[config.mk]
export PLATFORM = sky130hd
export DESIGN_NAME = multicycle_alu
export DESIGN_NICKNAME = d
export VERILOG_FILES = /design/src/rtl/multicycle_alu.sv
export SDC_FILE = /design/constraint.sdc
export NUM_CORES = 1
export LEC_CHECK = 0
export BUFFER_PORTS_ARGS = -buffer_cell sky130_fd_sc_hd__buf_2
export CAP_MARGIN = 20
export CORE_MARGIN = 2
export CORE_UTILIZATION = 45
export CTS_CLUSTER_SIZE = 24
export DETAILED_ROUTE_END_ITERATION = 7
export GPL_TIMING_DRIVEN = 0
export PLACE_DENSITY = 0.66
export SETUP_SLACK_MARGIN = 0.5
export SYNTH_ARGS = -nofsm -noshare
export SYNTH_HDL_FRONTEND = slang
export SYNTH_SLANG_ARGS = --single-unit
[constraint.sdc]
create_clock -name clk -period 4.6 [get_ports clk]
set_input_delay 1.15 -clock clk [delete_from_list [all_inputs] [get_ports clk]]
set_output_delay 1.15 -clock clk [all_outputs]
set_load 0.02 [all_outputs]
[src/rtl/multicycle_alu.sv]
// multicycle_alu: iterative ALU with saturating add/sub, packed-lane add, lane reduction and bit-serial shifts
module multicycle_alu #(
    parameter int WIDTH  = 16,
    parameter int LANE_W = 4
) (
    input  logic                     clk,
    input  logic                     rst,
    input  logic                     in_valid,
    output logic                     in_ready,
    input  logic [2:0]               op,
    input  logic [WIDTH-1:0]         a,
    input  logic [WIDTH-1:0]         b,
    input  logic [$clog2(WIDTH)-1:0] shamt,
    output logic                     out_valid,
    input  logic                     out_ready,
    output logic [WIDTH-1:0]         result,
    output logic                     ovfl,
    output logic                     illegal
);
    localparam int NL = WIDTH / LANE_W;
    localparam int SW = $clog2(WIDTH);
    localparam logic [SW-1:0] LAST_LANE = SW'(NL - 1);
    localparam logic [2:0] OP_RED = 3'b011;
    localparam logic [2:0] OP_ILL = 3'b111;

    typedef enum logic [1:0] {IDLE, EXEC, DONE} state_t;

    state_t            state;
    logic [2:0]        op_r;
    logic [WIDTH-1:0]  a_r, b_r, acc;
    logic [SW-1:0]     cnt;
    logic [WIDTH:0]    full;
    logic              add_ovf, is_shift, last, exec_ovf;
    logic [WIDTH-1:0]  add_res, padd_res, sh_next, red_next, exec_res;
    logic [NL-1:0]     lane_ovf;
    logic [LANE_W-1:0] la, lb;

    generate
        for (genvar g = 0; g < NL; g++) begin : g_lane
            logic [LANE_W:0] s;
            assign s = {a_r[g*LANE_W+LANE_W-1], a_r[g*LANE_W +: LANE_W]}
                     + {b_r[g*LANE_W+LANE_W-1], b_r[g*LANE_W +: LANE_W]};
            assign lane_ovf[g] = s[LANE_W] ^ s[LANE_W-1];
            assign padd_res[g*LANE_W +: LANE_W] = lane_ovf[g] ? {s[LANE_W], {(LANE_W-1){~s[LANE_W]}}} : s[LANE_W-1:0];
        end
    endgenerate

    always_comb begin
        full = op_r[0] ? {a_r[WIDTH-1], a_r} - {b_r[WIDTH-1], b_r} : {a_r[WIDTH-1], a_r} + {b_r[WIDTH-1], b_r};
        add_ovf = full[WIDTH] ^ full[WIDTH-1];
        add_res = add_ovf ? {full[WIDTH], {(WIDTH-1){~full[WIDTH]}}} : full[WIDTH-1:0];
        // cnt doubles as the lane index while reducing
        la = LANE_W'(a_r >> (cnt * LANE_W));
        lb = LANE_W'(b_r >> (cnt * LANE_W));
        red_next = acc + {{(WIDTH-LANE_W){la[LANE_W-1]}}, la} + {{(WIDTH-LANE_W){lb[LANE_W-1]}}, lb};
        is_shift = op_r[2] && op_r != OP_ILL;
        sh_next = ~|cnt ? a_r :
                  op_r[1:0] == 2'b00 ? {a_r[WIDTH-2:0], 1'b0} :
                  op_r[1:0] == 2'b01 ? {a_r[WIDTH-1], a_r[WIDTH-1:1]} :
                                       {a_r[0], a_r[WIDTH-1:1]};
        last = is_shift ? cnt < SW'(2) : op_r == OP_RED ? cnt == LAST_LANE : 1'b1;
        exec_res = op_r == OP_ILL ? '0 : is_shift ? sh_next : op_r == OP_RED ? red_next : op_r[1] ? padd_res : add_res;
        exec_ovf = op_r[2] || op_r == OP_RED ? 1'b0 : op_r[1] ? |lane_ovf : add_ovf;
    end

    always_ff @(posedge clk) begin
        if (rst) begin
            state     <= IDLE;
            in_ready  <= 1'b1;
            out_valid <= 1'b0;
            result    <= '0;
            ovfl      <= 1'b0;
            illegal   <= 1'b0;
            op_r      <= '0;
            a_r       <= '0;
            b_r       <= '0;
            acc       <= '0;
            cnt       <= '0;
        end else begin
            case (state)
                IDLE: if (in_valid) begin
                    op_r     <= op;
                    a_r      <= a;
                    b_r      <= b;
                    acc      <= '0;
                    cnt      <= op == OP_RED ? '0 : shamt;
                    in_ready <= 1'b0;
                    state    <= EXEC;
                end
                EXEC: begin
                    if (is_shift) begin
                        a_r <= sh_next;
                        cnt <= cnt - 1'b1;
                    end
                    if (op_r == OP_RED) begin
                        acc <= red_next;
                        cnt <= cnt + 1'b1;
                    end
                    if (last) begin
                        result    <= exec_res;
                        ovfl      <= exec_ovf;
                        illegal   <= op_r == OP_ILL;
                        out_valid <= 1'b1;
                        state     <= DONE;
                    end
                end
                DONE: if (out_ready) begin
                    out_valid <= 1'b0;
                    in_ready  <= 1'b1;
                    state     <= IDLE;
                end
                default: state <= IDLE;
            endcase
        end
    end
endmodule
==> metrics.md, run 1 <==
| Metric | Value |
|---|---|
| Worst-Skew Late Latency | `360 ps` |
| Worst path cell trace | `buf_12 -> mux4_2 -> and2_1 -> fa_1 -> ha_2 -> fa_2 -> a21o_1 -> a21oi_2 -> o21ai_1 -> a31o_2 -> a31o_2 -> xnor2_2 -> nand2_1 -> o21a_1 -> a22o_1` |
| Commonest non-fill, non-tap cell in the layout | `a21oi_1` |
| Crit path DAT | `4220 ps` |
| Final Instance Area | `0.008013 mm^2` |
| Setup crit start kind | `flop` |
| Initial drt markers | `764` |
| Reg2Reg Capture Point | `result[13]$_SDFFE_PP0P_` |
| Dominant synthesized flop cell | `dfxtp_1` |
| Highest metal used | `met5` |
| WL met1 | `9896 um` |
| Worst-path fanout max | `10` |
| Routed length on met2 | `9930 um` |
| H-tree lvl count | `3` |
| WP data required | `4840 ps` |
| Tot GR Track Use | `0.2737` |
| Worst slew margin | `0.4094` |
| # Max-Cap Violations | `0` |
| Multi-input gate area | `0.005206 mm^2` |
| Site Rows | `45` |
| ANT nets after route | `0` |
| Worst slew pin tran | `886.0 ps` |
| Synthesis-stage register bit count | `77` |
| Pre-antenna DRT Iters | `7` |
| Compound-Gate Fraction of Synth Area | `0.2846` |
| Crit path capture type | `flop` |
| Routed wire length | `22330 um` |
| TritonCTS buffer count | `9` |
| Hold Crit Start | `result[15]$_SDFFE_PP0P_` |
| Antenna cell count | `0` |
| Post-Syn Area | `0.006902 mm^2` |
| Mean Syn Cell Area | `7.834 um^2` |
| Reg-to-reg startpoint | `cnt[0]$_SDFFE_PP0P_` |
| Fraction of registers with async set/reset | `0` |
| Largest net degree at the start of global routing | `14` |
| Hold Fails Final Rpt | `0` |
| Detailed placer's ending HPWL | `17190 um` |
| CP most frequent cell | `a31o_2` |
| Clock Path Buffers | `2` |
| Area post-placement | `0.007452 mm^2` |
| Vias in the first global route | `6188` |
| CTS sink cnt | `77` |
| Post-Synth Adder-Cell Area | `0.1708` |
| Max VDD drop | `0.0002718 V` |
| Final slew viol count | `0` |
| Final nets | `1084` |
| Delay-heaviest family, CP | `compound AO/OA/AOI/OAI gates` |
| Final Setup Violations | `0` |
| RePlAce Congestion | `0.9913` |
| DRC viols | `0` |
| Seq/Total Area, Yosys | `0.2234` |
| Core Util, Final | `0.5310` |
| Mux contribution to synthesized area | `0.03716` |
| Slowest CP cell | `mux4_2` |
| Register area | `0.001549 mm^2` |
| Via density | `5.886` |
| Hold Crit Class | `reg2reg` |
| EDFF count, synth | `0` |
| Antenna violations before repair | `0` |
| WL/cell | `19.38 um` |
| CORE AREA | `0.01509 mm^2` |
| Highest clock rate | `0.2513 GHz` |
| Detailed-route via count | `6781` |
| Pwr Density | `383.9 mW/mm^2` |
| Period utilization | `0.8651` |
| Clk slew on worst S/H paths | `60 ps` |
| Largest family of logic cells by synthesized area | `compound AO/OA/AOI/OAI gates` |
| Number of port buffers | `62` |
| Hold EP | `result[15]$_SDFFE_PP0P_` |
| CTS tree | `built` |
| Mapped Cells | `881` |
| WL met3 | `1789 um` |
| Worst hold path depth | `2` |
| Critical path buffers and inverters | `1` |
| Total power | `3.076 mW` |
| P&R area growth vs syn | `16.10%` |
| Setup slack, reg-to-reg | `620 ps` |
| RSZ-0062 raised after global routing | `true` |
| Worst clock skew | `11.34 ps` |
| Yosys cell types | `65` |
| Die width | `127.8 um` |
| Fill count | `1505` |
| Die area | `0.01634 mm^2` |
| Xor and xnor area share after synthesis | `0.06835` |
| YS warnings | `0` |
| Leakage Power | `3.454 nW` |
| Syn nets | `1005` |
| Critical Path Max Stage Delay | `510 ps` |
| Clk root buf | `clkbuf_16` |
| Worst Path Class, Setup | `reg2reg` |
| Fin crit period | `3980 ps` |
| Worst r2r path cells | `15` |
| Remaining global-route overflow | `0` |
| Post-synthesis simple-gate area fraction | `0.1693` |
| Initial cell density of the core | `0.4574` |
| Cts hold-fix bufs | `0` |
| Layout cells sized above 1 | `0.1556` |
| Commonest cells after routing, fill and taps aside | `a21oi_1 (115), nand2_1 (106), nor2_1 (89), dfxtp_1 (73), buf_2 (66)` |
| Die Y | `127.8 um` |
| Post-Route Setup TNS | `0 ps` |
| Outcome | `complete, no violations` |
| First-pass GRT wire length | `34510 um` |
| Num ports | `63` |
## metrics by stage
stage,setup WS [ps],cells,hold slack (ps)
after floorplan,511.8,881,457.4
after global placement,-153.0,1131,434.5
after detailed placement,-101.4,1131,435.1
after CTS,457.8,1147,443.1
after global routing,450.8,1152,478.1
final,620.5,1152,446.6
## power by group
part | total [mW] | switching (mW) | internal [mW]
clock network | 0.778 | 0.292 | 0.486
registers | 0.813 | 0.0922 | 0.721
logic | 1.49 | 0.894 | 0.591
## cell families after synthesis
family,count (synthesis)
AOI/OAI and AO/OA,311
xor gates and xnor gates,53
adders and majority gates,81
buffers and inverters,78
DFF,77
muxes,15
and+or+nand+nor,266
## what timing repair did
item	in CTS	in global routing
setup buffers	1	5
pin swaps	2	7
setup endpoints to repair	28	21
gates resized for setup	23	35
## flip-flops by register name (all words and copies together), names as in the netlist
name / flops
cnt: 4
acc: 16
b_r: 16
a_r: 16
illegal: 1
state: 2
op_r: 3
in_ready: 1
ovfl: 1
result: 16
out_valid: 1
## how the worst max path moves through the flow
stage	from	endpoint	slack (ps)	cells after the start
after global routing	op_r[0]$_SDFFE_PP0P_	result[13]$_SDFFE_PP0P_	450	17
after global placement	cnt[1]$_SDFFE_PP0P_	result[15]$_SDFFE_PP0P_	-150	14
after floorplan	cnt[0]$_SDFFE_PP0P_	result[13]$_SDFFE_PP0P_	510	15
final	cnt[0]$_SDFFE_PP0P_	result[13]$_SDFFE_PP0P_	620	15
after CTS	cnt[0]$_SDFFE_PP0P_	result[15]$_SDFFE_PP0P_	460	15
after detailed placement	cnt[1]$_SDFFE_PP0P_	result[15]$_SDFFE_PP0P_	-100	14
## cell type report
class | count | area share
buffer | 47 | 0.02936
multi-input combinational | 726 | 0.6498
sequential | 77 | 0.1933
clock buffer | 11 | 0.03029
tap | 188 | 0.02936
timing repair buffer | 68 | 0.04435
clock inverter | 4 | 0.009057
inverter | 31 | 0.01452
## layer usage
layer  track usage  up-vias
met2        0.4303      297
met1        0.3724     3114
met3       0.06302       44
met5       0.02477        -
met4       0.08533        2
li1              -     3324
## synth_stat cells (12+ instances only)
library cell	instances	area (um^2)
a211oi_1	16	120.1
nor2_1	89	334.1
a21oi_1	117	585.6
xor2_1	15	131.4
ha_1	59	738.2
fa_1	22	440.4
a21o_1	13	97.59
o211ai_1	17	127.6
o21ai_0	59	295.3
clkbuf_1	42	157.7
nor3_1	12	60.06
nand2_1	107	401.6
inv_1	30	112.6
xnor2_1	37	324.1
dfxtp_1	77	1541
## worst reg2reg max path, delay by kind of cell, from the launching register on
kind / cells / cell delay (ps)
flops: 1 / 360
fa+ha+maj: 3 / 1010
buf+inv: 1 / 140
compound gates: 7 / 1390
xor+xnor: 1 / 170
mux: 1 / 510
simple gates: 2 / 270
Note: power is estimated with default switching activity, not from simulation.
==> run 2, diff against run 1 <==
--- a/config.mk
+++ b/config.mk
@@ -7,6 +7,7 @@
 export LEC_CHECK = 0
 export BUFFER_PORTS_ARGS = -buffer_cell sky130_fd_sc_hd__buf_2
 export CAP_MARGIN = 20
+export CORE_ASPECT_RATIO = 1.2
 export CORE_MARGIN = 2
 export CORE_UTILIZATION = 45
 export CTS_CLUSTER_SIZE = 24
==> run 2 against run 1 <==
Cell count increased by 2.0%; first-iteration DRC count decreased by 32%; critical endpoint is now result[10]$_SDFFE_PP0P_; largest cell class unchanged; combinational power up 7%; largest power group unchanged; global-route usage increased by 0.51 points; fmax down 0.96%; register-to-register slack got worse by 40 ps.
==> metrics.md, run 2 (synthesized netlist as in run 1, its figures left out) <==
| Metric | Value |
|---|---|
| Total power | `3.201 mW` |
| Final slew viol count | `0` |
| Setup crit start kind | `flop` |
| Clk root buf | `clkbuf_16` |
| Die Y | `139.7 um` |
| Layout cells sized above 1 | `0.1792` |
| Max VDD drop | `0.0002068 V` |
| Final Instance Area | `0.008184 mm^2` |
| Post-Place Setup Slack | `-288.2 ps` |
| DRC viols | `0` |
| Clk slew on worst S/H paths | `70 ps` |
| Slowest CP cell | `a311oi_2` |
| Final nets | `1090` |
| Die width | `117.1 um` |
| TritonCTS buffer count | `9` |
| Worst-Skew Late Latency | `350 ps` |
| Period utilization | `0.8735` |
| Detailed placer's ending HPWL | `17320 um` |
| Non-filler instance count after layout | `1175` |
| Detailed-route via count | `6944` |
| Outcome | `complete, no violations` |
| Fin crit period | `4018 ps` |
| Worst path cell trace | `or3_4 -> nor4_4 -> a31oi_2 -> xnor2_1 -> ha_1 -> buf_6 -> a211oi_2 -> nor2_1 -> o41a_1 -> a2111oi_4 -> or3_4 -> a31oi_1 -> a311oi_2 -> o21ai_0 -> a21oi_1` |
| First-pass GRT wire length | `34930 um` |
| Reg-to-reg startpoint | `b_r[3]$_SDFFE_PP0P_` |
| Cts hold-fix bufs | `0` |
| Crit path capture type | `flop` |
| Highest clock rate | `0.2489 GHz` |
| CP most frequent cell | `or3_4` |
| Leakage Power | `3.499 nW` |
| Largest net degree at the start of global routing | `15` |
| Reg2Reg Capture Point | `result[10]$_SDFFE_PP0P_` |
| Setup slack, reg-to-reg | `580 ps` |
| RePlAce Congestion | `0.9599` |
| Pwr Density | `391.1 mW/mm^2` |
| Remaining global-route overflow | `0` |
| RSZ-0062 raised after global routing | `false` |
| CTS sink cnt | `77` |
| # Max-Cap Violations | `0` |
| Via density | `5.910` |
| Hold Fails Final Rpt | `0` |
| CTS tree | `built` |
| Antenna violations before repair | `0` |
| Worst Setup SP | `b_r[3]$_SDFFE_PP0P_` |
| Num ports | `63` |
| H-tree lvl count | `3` |
| WHS | `447.6 ps` |
| Commonest cells after routing, fill and taps aside | `a21oi_1 (113), nand2_1 (106), nor2_1 (89), dfxtp_1 (70), buf_2 (62)` |
| Initial cell density of the core | `0.4595` |
| Fill count | `1401` |
| Worst slew margin | `0.2582` |
| Critical Path Max Stage Delay | `500 ps` |
| Die area | `0.01635 mm^2` |
| Commonest non-fill, non-tap cell in the layout | `a21oi_1` |
| Antenna cell count | `0` |
| Worst slew pin tran | `1102 ps` |
| ANT nets after route | `0` |
| Worst r2r path cells | `15` |
| Pre-antenna DRT Iters | `5` |
| Clock Path Buffers | `2` |
| Worst setup path end | `result[10]$_SDFFE_PP0P_` |
| Worst clock skew | `8.546 ps` |
| Hold Crit Class | `reg2reg` |
| Vias in the first global route | `6681` |
| Tot GR Track Use | `0.2788` |
| Final worst slack | `581.8 ps` |
| Routed wire length | `22620 um` |
| P&R area growth vs syn | `18.58%` |
| Final Setup Violations | `0` |
| CORE AREA | `0.01502 mm^2` |
| Dpl cells | `1147` |
| WP data required | `4890 ps` |
| Crit path DAT | `4310 ps` |
| Number of port buffers | `62` |
| Initial drt markers | `521` |
| Area post-placement | `0.007472 mm^2` |
| WL/cell | `19.25 um` |
| Worst-path fanout max | `7` |
| Site Rows | `49` |
| Worst Path Class, Setup | `reg2reg` |
[run 2: cell types whose count changed in the layout (fill, tap and decap cells not counted), sizes merged]
cell      change
buf           +2
clkbuf        +2
clkinv        +1
clkinvlp      +1
inv           +1
[run 2: power by group]
group / internal (mW) / leakage, nW / switching [mW]
clock network: 0.477 / 0.152 / 0.313
logic: 0.657 / 2.71 / 0.943
registers: 0.721 / 0.633 / 0.0910
[run 2: per-stage QoR]
step           utilization  TNS (ps)
2_1_floorplan            -         0
3_3_place_gp        0.4975     -2484
3_5_place_dp        0.4975     -2433
4_1_cts             0.5283         0
5_1_grt             0.5449         0
6_report            0.5449         0
[run 2: routing by layer]
metal,up-vias,GRT usage,part of all wire
li1,3338,-,-
met1,3235,0.3569,0.41
met2,295,0.4469,0.47
met3,76,0.03833,0.063
met4,0,0.1542,0.057
met5,-,0,0
[run 2: final cells by class]
| type | count | area, um^2 | share of cell area |
|---|---|---|---|
| plain buffers | 47 | 255.2 | 0.03119 |
| clock buffers | 9 | 225.2 | 0.02752 |
| clock inverters | 7 | 97.59 | 0.01192 |
| inverters | 31 | 116.4 | 0.01422 |
| multi-input cells | 726 | 5259 | 0.6426 |
| flip-flops and latches | 77 | 1558 | 0.1903 |
| well taps | 204 | 255.2 | 0.03119 |
| repair buffers | 74 | 417.9 | 0.05106 |
[run 2: worst min-delay path by stage]
stage / startpoint / cells past startpoint / endpoint / slack, ps
finish: result[15]$_SDFFE_PP0P_ / 2 / result[15]$_SDFFE_PP0P_ / 450
CTS: result[10]$_SDFFE_PP0P_ / 2 / result[10]$_SDFFE_PP0P_ / 450
detailed placement: result[10]$_SDFFE_PP0P_ / 2 / result[10]$_SDFFE_PP0P_ / 440
global route: result[15]$_SDFFE_PP0P_ / 2 / result[15]$_SDFFE_PP0P_ / 460
floorplan: acc[1]$_SDFFE_PP0P_ / 2 / acc[1]$_SDFFE_PP0P_ / 460
global placement: result[15]$_SDFFE_PP0P_ / 2 / result[15]$_SDFFE_PP0P_ / 430
[run 2: worst max-delay path: cells and delay by family (launching register included)]
kind | cells | cell delay, ps
AOI/OAI and AO/OA | 8 | 1970
adders and majority gates | 1 | 320
DFF | 1 | 360
and+or+nand+nor | 4 | 990
xor gates and xnor gates | 1 | 160
buffers and inverters | 1 | 140
[run 2: repair_timing]
action,in CTS,in global routing
pin swaps,3,21
endpoints found under the setup margin,34,19
cloned,0,1
setup buffers,2,9
resized for setup,33,50
